$ cat config.mk
export PLATFORM = sky130hd
export DESIGN_NAME = l_frame_sequencer
export DESIGN_NICKNAME = d
export VERILOG_FILES = /design/src/rtl/l_seq_pkg.sv /design/src/rtl/l_seq_colbuf.sv /design/src/rtl/l_frame_sequencer.sv
export SDC_FILE = /design/constraint.sdc
export NUM_CORES = 1
export LEC_CHECK = 0
export ABC_AREA = 1
export ABC_CLOCK_PERIOD_IN_PS = 4500
export BUFFER_PORTS_ARGS = -buffer_cell sky130_fd_sc_hd__buf_4
export CAP_MARGIN = 10
export CELL_PAD_IN_SITES_DETAIL_PLACEMENT = 1
export CELL_PAD_IN_SITES_GLOBAL_PLACEMENT = 2
export CORE_UTILIZATION = 42
export CTS_BUF_LIST = sky130_fd_sc_hd__clkbuf_8
export DETAILED_ROUTE_END_ITERATION = 8
export PLACE_DENSITY = 0.94
export SYNTH_ARGS = -nofsm -noshare
export SYNTH_HDL_FRONTEND = slang
export SYNTH_SLANG_ARGS = --single-unit
export TNS_END_PERCENT = 5
$ cat constraint.sdc
create_clock -name clk -period 4.5 [get_ports clk]
set_input_delay 0.45 -clock clk [delete_from_list [all_inputs] [get_ports clk]]
set_output_delay 0.45 -clock clk [all_outputs]
set_load 0.01 [all_outputs]
$ cat src/rtl/l_seq_pkg.sv
// Shared types and constants for the L-frame sequencer.
// Build option L_SEQ_FIRST_POS_EN is consumed by l_frame_sequencer, not here.
package l_seq_pkg;

    typedef logic [2:0] col_t;

    typedef enum logic [2:0] {
        S_LOAD    = 3'd0,
        S_DISCARD = 3'd1,
        S_PLAY    = 3'd2,
        S_STREAM  = 3'd3,
        S_FLUSH   = 3'd4,
        S_SETTLE  = 3'd5,
        S_REPORT  = 3'd6
    } seq_state_e;

    localparam col_t BLANK = 3'b000;

endpackage

$ cat src/rtl/l_seq_colbuf.sv
// Frame column store: MAX_COLS x 3-bit register file, synchronous write, asynchronous read.
module l_seq_colbuf
    import l_seq_pkg::*;
#(
    parameter int MAX_COLS = 16
) (
    input  logic                          clk,
    input  logic                          we,
    input  logic [$clog2(MAX_COLS)-1:0]   waddr,
    input  col_t                          wdata,
    input  logic [$clog2(MAX_COLS)-1:0]   raddr,
    output col_t                          rdata
);

    col_t mem_q [MAX_COLS];

    // Column write port; contents need no reset since the write pointer bounds every read.
    always_ff @(posedge clk) begin
        if (we) begin
            mem_q[waddr] <= wdata;
        end
    end

    assign rdata = mem_q[raddr];

endmodule

$ cat src/rtl/l_frame_sequencer.sv
// Buffers a column frame, replays it to the L recognizer and reports the detection count.
// Optional macro L_SEQ_FIRST_POS_EN adds out_first (1-based column of the first detection).
module l_frame_sequencer
    import l_seq_pkg::*;
#(
    parameter int MAX_COLS = 16,
    parameter int CNT_W    = 4
) (
    input  logic                        clk,
    input  logic                        reset,
    input  logic                        in_valid,
    input  logic [2:0]                  in_bits,
    input  logic                        in_last,
    output logic                        in_ready,
    output logic [2:0]                  rd_bits,
    output logic                        rd_restart,
    input  logic                        rd_L,
    output logic                        out_valid,
    output logic [CNT_W-1:0]            out_count,
    output logic [$clog2(MAX_COLS):0]   out_cols,
    output logic                        out_ovf,
`ifdef L_SEQ_FIRST_POS_EN
    output logic [$clog2(MAX_COLS):0]   out_first,
`endif
    input  logic                        out_ready
);

    localparam int AW = $clog2(MAX_COLS);
    localparam int PW = AW + 1;

    seq_state_e         state_q, state_d;
    logic [PW-1:0]      wr_ptr_q, wr_ptr_d;
    logic [PW-1:0]      rd_ptr_q, rd_ptr_d;
    logic [CNT_W-1:0]   count_q, count_d;
    logic               ovf_q, ovf_d;
    logic               l_prev_q, l_prev_d;
    logic               in_ready_q, in_ready_d;
    col_t               rd_bits_q, rd_bits_d;
    logic               rd_restart_q, rd_restart_d;
    logic               out_valid_q, out_valid_d;
    logic [CNT_W-1:0]   out_count_q, out_count_d;
    logic [PW-1:0]      out_cols_q, out_cols_d;
    logic               out_ovf_q, out_ovf_d;
    logic               accept_s, buf_we_s, sample_s, det_s;
    col_t               buf_rdata_s;

    l_seq_colbuf #(.MAX_COLS(MAX_COLS)) u_colbuf (
        .clk   (clk),
        .we    (buf_we_s),
        .waddr (wr_ptr_q[AW-1:0]),
        .wdata (in_bits),
        .raddr (rd_ptr_q[AW-1:0]),
        .rdata (buf_rdata_s)
    );

    // Next-state, pointer, counter and registered-output computation.
    always_comb begin
        state_d   = state_q;
        wr_ptr_d  = wr_ptr_q;
        rd_ptr_d  = rd_ptr_q;
        count_d   = count_q;
        ovf_d     = ovf_q;
        l_prev_d  = l_prev_q;
        rd_bits_d = BLANK;
        buf_we_s  = 1'b0;
        sample_s  = 1'b0;
        accept_s  = in_valid & in_ready_q;

        case (state_q)
            S_LOAD: begin
                if (accept_s) begin
                    buf_we_s = 1'b1;
                    wr_ptr_d = wr_ptr_q + PW'(1);
                    if (in_last) begin
                        state_d = S_PLAY;
                    end else if (wr_ptr_q == PW'(MAX_COLS - 1)) begin
                        ovf_d   = 1'b1;
                        state_d = S_DISCARD;
                    end else begin
                        state_d = S_LOAD;
                    end
                end else begin
                    state_d = S_LOAD;
                end
            end
            S_DISCARD: begin
                if (accept_s && in_last) begin
                    state_d = S_PLAY;
                end else begin
                    state_d = S_DISCARD;
                end
            end
            S_PLAY: begin
                // rd_ptr_q is zero here, so the buffer already presents column 0.
                rd_bits_d = buf_rdata_s;
                rd_ptr_d  = PW'(1);
                l_prev_d  = 1'b0;
                state_d   = S_STREAM;
            end
            S_STREAM: begin
                // rd_L lags the driven column by one cycle, so the first stream cycle is skipped.
                sample_s = (rd_ptr_q != PW'(1));
                if (rd_ptr_q == wr_ptr_q) begin
                    state_d = S_FLUSH;
                end else begin
                    rd_bits_d = buf_rdata_s;
                    rd_ptr_d  = rd_ptr_q + PW'(1);
                end
            end
            S_FLUSH: begin
                sample_s = 1'b1;
                state_d  = S_SETTLE;
            end
            S_SETTLE: begin
                sample_s = 1'b1;
                state_d  = S_REPORT;
            end
            S_REPORT: begin
                if (out_ready) begin
                    state_d  = S_LOAD;
                    wr_ptr_d = '0;
                    rd_ptr_d = '0;
                    count_d  = '0;
                    ovf_d    = 1'b0;
                end else begin
                    state_d = S_REPORT;
                end
            end
            default: begin
                state_d = S_LOAD;
            end
        endcase

        det_s = sample_s & rd_L & ~l_prev_q;
        if (sample_s) begin
            l_prev_d = rd_L;
        end else begin
            l_prev_d = l_prev_d;
        end
        if (det_s && (count_q != {CNT_W{1'b1}})) begin
            count_d = count_q + CNT_W'(1);
        end else begin
            count_d = count_d;
        end

        in_ready_d   = (state_d == S_LOAD) || (state_d == S_DISCARD);
        rd_restart_d = (state_d == S_PLAY);
        out_valid_d  = (state_d == S_REPORT);
        out_count_d  = out_valid_d ? count_d  : '0;
        out_cols_d   = out_valid_d ? wr_ptr_d : '0;
        out_ovf_d    = out_valid_d ? ovf_d    : 1'b0;
    end

    // Sequencer state and registered outputs.
    always_ff @(posedge clk) begin
        if (reset) begin
            state_q      <= S_LOAD;
            wr_ptr_q     <= '0;
            rd_ptr_q     <= '0;
            count_q      <= '0;
            ovf_q        <= 1'b0;
            l_prev_q     <= 1'b0;
            in_ready_q   <= 1'b1;
            rd_bits_q    <= BLANK;
            rd_restart_q <= 1'b0;
            out_valid_q  <= 1'b0;
            out_count_q  <= '0;
            out_cols_q   <= '0;
            out_ovf_q    <= 1'b0;
        end else begin
            state_q      <= state_d;
            wr_ptr_q     <= wr_ptr_d;
            rd_ptr_q     <= rd_ptr_d;
            count_q      <= count_d;
            ovf_q        <= ovf_d;
            l_prev_q     <= l_prev_d;
            in_ready_q   <= in_ready_d;
            rd_bits_q    <= rd_bits_d;
            rd_restart_q <= rd_restart_d;
            out_valid_q  <= out_valid_d;
            out_count_q  <= out_count_d;
            out_cols_q   <= out_cols_d;
            out_ovf_q    <= out_ovf_d;
        end
    end

`ifdef L_SEQ_FIRST_POS_EN
    logic [PW-1:0] first_q, first_d, idx_s, out_first_q, out_first_d;

    // Column index whose recognizer result is visible on rd_L this cycle.
    always_comb begin
        case (state_q)
            S_STREAM: idx_s = rd_ptr_q - PW'(1);
            S_FLUSH:  idx_s = wr_ptr_q;
            S_SETTLE: idx_s = wr_ptr_q + PW'(1);
            default:  idx_s = '0;
        endcase
        if ((state_q == S_REPORT) && out_ready) begin
            first_d = '0;
        end else if (det_s && (first_q == '0)) begin
            first_d = idx_s;
        end else begin
            first_d = first_q;
        end
        out_first_d = out_valid_d ? first_d : '0;
    end

    // First-detection position register.
    always_ff @(posedge clk) begin
        if (reset) begin
            first_q     <= '0;
            out_first_q <= '0;
        end else begin
            first_q     <= first_d;
            out_first_q <= out_first_d;
        end
    end

    assign out_first = out_first_q;
`endif

    assign in_ready   = in_ready_q;
    assign rd_bits    = rd_bits_q;
    assign rd_restart = rd_restart_q;
    assign out_valid  = out_valid_q;
    assign out_count  = out_count_q;
    assign out_cols   = out_cols_q;
    assign out_ovf    = out_ovf_q;

endmodule

==> metrics, run 1 <==
status finished, final reports clean; vias in the first global route 3031; DRT Wirelength 8.63 mm; core region area 8720 sq um; number of diodes 0; wl on met1 3.72 mm; Placed Area 4070 sq um; setup TNS 0 ps; layout cells sized above 1 13.2%; post-route insts no fill 555; IO buf count 24; TritonCTS buffer count 9; hpwl dp 6.43 mm; Cell variety after synth 27; top layer in use met4; total die area 9410 sq um; largest net degree at the start of global routing 49; DR vias 2856; Worst setup EP type flip-flop; antenna violations before repair 0; Synth Warn # 0; post-route cell area 4290 sq um; H-tree levels 3; Routed Antenna Nets 0; Tmin final 1720 ps; unrepaired setup endpoints after global routing no; CP Launch Type flip-flop; Worst EP arrival 2010 ps; Setup violations, final 0; postcts setup bufs 0; initial core utilization 43.5%; Rel. slew slack 45.0%; hold crit path type input pin to flip-flop; clk buf depth 2; Root Driver clkbuf_8; DRT iter0 DRCs 94; met2 routed WL 4.45 mm; Leak 1.74 nW; Post-CTS Hold Fix Bufs 0; Worst EP required 4790 ps; GRT Total Usage 19.8%; Worst-Skew Late Latency 350 ps; Clock Skew 6.13 ps; Clock transition at path regs 90 ps; kind of critical path flip-flop to flip-flop; total gr overflow 0; die height 97.0 microns; Final nets 459; Post-Synthesis Cells 415; crit-path max FO 24; routed vias/inst 5.15; row count 34; Cell Area, Synth 3790 sq um; Clock Sinks 87; Met3 Wirelength 264 microns; VDD IR max 0.140 mV; Avg Inst Size Synth 9.13 sq um; R2R Setup Slk 2780 ps; fin. max-slew vios 0; pwr/cell area 379 nW/um^2; final hold violation count 0; Ports 25; Max Clk Rate 583 MHz; routability cong. 0.869; DR WL/cell 15.6 microns; TritonCTS clock tree yes; CTS resizes 0; #FFs+latches synth 87; drt drc 0; drt pass-1 iters 4; syn_nets 432; register area share after synthesis 58.6%; # placed instances 539; Chip Width 97.0 microns; total of max-cap violations 0; layout overhead on the synthesized area 13.2%; first-pass GRT wire length 14.6 mm; worst slew pin tran 823 ps; post-route clock period utilization 38.1%
## cell type report
cell class / instances / area, sq um
tap: 108 / 135
timing repair buffer: 25 / 188
fill: 1038 / 4430
clock inverter: 7 / 96.3
sequential: 87 / 2220
multi-input combinational: 257 / 1290
clock buffer: 9 / 124
inverter: 62 / 233
## final timing paths
kind,end,startpoint,cells past startpoint
worst max-delay path,rd_bits[2],flip-flop,6
worst min-delay path,l_prev_q,reset,2
worst max register to register,rd_bits[2],flip-flop,6
worst min register to register,l_prev_q,l_prev_q,2
## worst max-delay path, stage by stage (launching register included)
cell	delay, ps
dfxtp_1	860
o21ai_0	250
a21oi_1	230
o21ai_0	110
nand2_1	70
nand2_1	50
nor2_1	80
## per-stage QoR
step / utilization [%] / power (mW) / hold WS (ps) / setup WS (ps)
floorplan: - / 0.995 / 467 / 3090
detailed placement: 46.7 / 1.05 / 492 / 2750
finish: 49.2 / 1.63 / 384 / 2780
CTS: 49.2 / 1.65 / 377 / 2740
global placement: 46.7 / 1.04 / 481 / 2840
global route: 49.2 / 1.70 / 391 / 2540
## registers in the layout (all words and copies together) (netlist names), named ones only
| name | flops |
|---|---|
| u_colbuf.mem_q | 48 |
| out_cols | 5 |
| rd_ptr_q | 5 |
| wr_ptr_q | 5 |
| count_q | 4 |
| out_count | 4 |
| rd_bits | 3 |
| state_q | 3 |
| in_ready | 1 |
| l_prev_q | 1 |
| out_ovf | 1 |
| out_valid | 1 |
| ovf_q | 1 |
| rd_restart | 1 |
## cells in the mapped netlist (all sizes together)
cell | number | area share (%)
nand2 | 89 | 9.2
o21ai | 31 | 4.1
nor2 | 45 | 5.1
and2 | 1 | 0.17
nand3b | 2 | 0.40
clkbuf | 3 | 0.30
xor2 | 6 | 1.4
nand3 | 21 | 2.9
nand4 | 7 | 1.3
nor3 | 2 | 0.26
ha | 8 | 2.6
o211ai | 6 | 1.2
o22ai | 1 | 0.33
buf | 6 | 0.86
a21oi | 37 | 4.9
xnor2 | 1 | 0.23
dfxtp | 39 | 21
edfxtp | 48 | 38
inv | 62 | 6.1
## kinds of logic after synthesis
kind of cell               count (synthesis)  synth area share, %
and+or+nand+nor                          167                 19.3
xor gates and xnor gates                   7                 1.62
AOI/OAI and AO/OA                         75                 10.5
DFF                                       87                 58.6
buffers and inverters                     71                 7.30
adders and majority gates                  8                 2.64
## power by group
| part | internal, mW | switching (mW) | total (mW) |
|---|---|---|---|
| combinational | 0.0504 | 0.112 | 0.162 |
| sequential | 0.854 | 0.0133 | 0.867 |
| clock | 0.316 | 0.282 | 0.597 |
| total | 1.22 | 0.407 | 1.63 |
## placed cells by master, fill, tap and decap left out, types with 3 or more instances in the layout
master | Yosys | final
edfxtp_1 | 48 | 48
nand2_1 | 83 | 83
clkbuf_8 | 0 | 9
nand4_1 | 6 | 6
nor2_2 | 3 | 3
ha_1 | 8 | 8
nor2_1 | 40 | 40
buf_4 | 1 | 25
nand3_1 | 20 | 20
a21oi_1 | 37 | 37
o21ai_0 | 28 | 28
o211ai_1 | 6 | 6
inv_1 | 57 | 58
nand2_2 | 6 | 6
inv_2 | 5 | 5
xor2_1 | 6 | 6
dfxtp_1 | 39 | 39
o21ai_1 | 3 | 3
## layer usage
metal | vias to the layer above | track usage, %
li1 | 1415 | -
met5 | - | 0
met2 | 47 | 35.1
met1 | 1379 | 23.3
met4 | 0 | 8.27
met3 | 15 | 3.90
Note: power is estimated with default switching activity, not from simulation.
==> inputs of run 2 (changes only) <==
- ABC_CLOCK_PERIOD_IN_PS: 4500 -> 1400
- CORE_UTILIZATION: 42 -> 35
- PLACE_DENSITY: 0.94 -> 0.85
- clock period: 4.5 -> 1.4 ns (I/O delays scaled with it)
==> metrics, run 2 (same netlist as run 1, synthesis figures left out) <==
status finished with violations; violated checks setup timing; Setup violations, final 40 (+40); hold crit path type input pin to flip-flop; R2R Setup Slk -70 ps (-2850 ps); total of max-cap violations 0 (unchanged); Leak 2.04 nW (+17%); Largest Register u_colbuf.mem_q; Worst EP arrival 1770 ps (-240 ps); Clock Skew 9.93 ps (+3.80 ps); DR WL/cell 16.2 microns (+3.9%); post-route clock period utilization 105% (+67 points); Clock transition at path regs 90 ps (about the same); vias in the first global route 3212 (+6.0%); antenna violations before repair 0 (unchanged); clk buf depth 2 (unchanged); row count 37 (+8.8%); Pwr Total 5.31 mW (+230%); FF-to-FF path depth 10 (+4); CP Capture Point wr_ptr_q[2]; worst slew pin tran 355 ps (-468 ps); layout overhead on the synthesized area 33.9%; routed vias/inst 4.88 (-5.2%); Final nets 504 (+9.8%); kind of critical path flip-flop to flip-flop; Reg-to-Reg End wr_ptr_q[2]; pwr/cell area 1050 nW/um^2 (+180%); first-pass GRT wire length 15.2 mm (+4.1%); drt drc 0 (unchanged); H-tree levels 3 (unchanged); final hold violation count 0 (unchanged); GRT Total Usage 17.7% (-2.1 points); Max Clk Rate 681 MHz (+17%); core region area 10400 sq um (+19%); total gr overflow 0 (unchanged); Worst EP required 1700 ps (-3090 ps); TritonCTS buffer count 9 (unchanged); Rel. slew slack 76.3% (+31 points); setup ws final -68.8 ps (-2850 ps); DR vias 3062 (+7.2%); IO buf count 24 (unchanged); initial core utilization 36.4% (-7.1 points); Root Driver clkbuf_8; Post-CTS Hold Fix Bufs 0 (unchanged); unrepaired setup endpoints after global routing yes; VDD IR max 0.555 mV (+300%); fin. max-slew vios 0 (unchanged); routability cong. 0.814 (-6.4%); commonest non-fill, non-tap cells in the layout 62 x buf_4, 59 x nand2_1, 49 x inv_1; Clock Sinks 87 (unchanged); Largest register FFs 48 (unchanged); CP Launch Type flip-flop; crit-path max FO 5 (-79%); die height 106 microns (+9.4%); total die area 11200 sq um (+20%); DRT iter0 DRCs 93 (-1.1%); drt pass-1 iters 4 (unchanged); largest net degree at the start of global routing 49 (unchanged); Tmin final 1470 ps (-247 ps); number of diodes 0 (unchanged); Routed Antenna Nets 0 (unchanged); TritonCTS clock tree yes; Worst-Skew Late Latency 360 ps (about the same); Worst setup EP type flip-flop; commonest non-fill, non-tap cell in the layout buf_4; layout cells sized above 1 38.6% (+25 points); CP startpoint state_q[0]; worst reg2reg startpoint state_q[0]; Ports 25 (unchanged); hpwl dp 6.68 mm (+3.7%); DRT Wirelength 10.1 mm (+18%); setup TNS -1040 ps (-1040 ps); Chip Width 106 microns (+9.4%); hold_ws 76.2 ps (-308 ps)
==> run 2: stage by stage <==
step | util [%] | setup slack [ps] | instances | instance area (sq um)
floorplan | - | -12.5 | 415 | 3790
global route | 48.7 | -148 | 628 | 5070
detailed placement | 42.2 | -163 | 603 | 4400
CTS | 45.4 | -65.5 | 622 | 4730
global placement | 42.2 | -97.8 | 603 | 4400
finish | 48.7 | -68.8 | 628 | 5070
==> run 2: routing by layer <==
layer	vias up	GRT usage [%]	part of all wire (%)
li1	1507	-	-
met1	1503	20.0	42
met2	36	32.3	53
met3	16	3.00	2.0
met4	0	8.13	2.0
met5	-	0	0
==> run 2: how the worst min path moves through the flow <==
stage,start,endpoint,cells past startpoint
2_1_floorplan,reset,count_q[0],1
3_3_place_gp,reset,count_q[0],2
3_5_place_dp,reset,count_q[3],2
4_1_cts,reset,count_q[1],2
5_1_grt,reset,wr_ptr_q[3],2
6_report,rd_L,l_prev_q,3
==> run 2: repair_timing <==
action	CTS	global route
endpoints found under the setup margin	82	87
gates cloned	0	1
resized for setup	50	84
buffers inserted	3	6
pin swaps	7	30
==> run 2: area by class of cell <==
cell class,instances,area [sq um]
timing repair buffer,70,587
fill,1178,5340
tap,136,170
sequential,87,2250
clock inverter,7,48.8
clock buffer,9,124
inverter,62,238
multi-input combinational,257,1660
==> run 2: critical path, cell delays in order, from the launching register on <==
cell	delay [ps]
dfxtp_2	350
nor2_4	130
nand2_2	90
nor2_4	180
inv_2	80
nor2_4	120
inv_4	70
buf_6	120
o21ai_4	120
nand2_1	70
inv_1	70
==> run 2: where the power goes <==
part | internal [mW] | switching, mW | total [mW]
logic | 0.355 | 0.532 | 0.887
clock network | 0.645 | 0.977 | 1.62
registers | 2.75 | 0.0489 | 2.80
total | 3.75 | 1.56 | 5.31
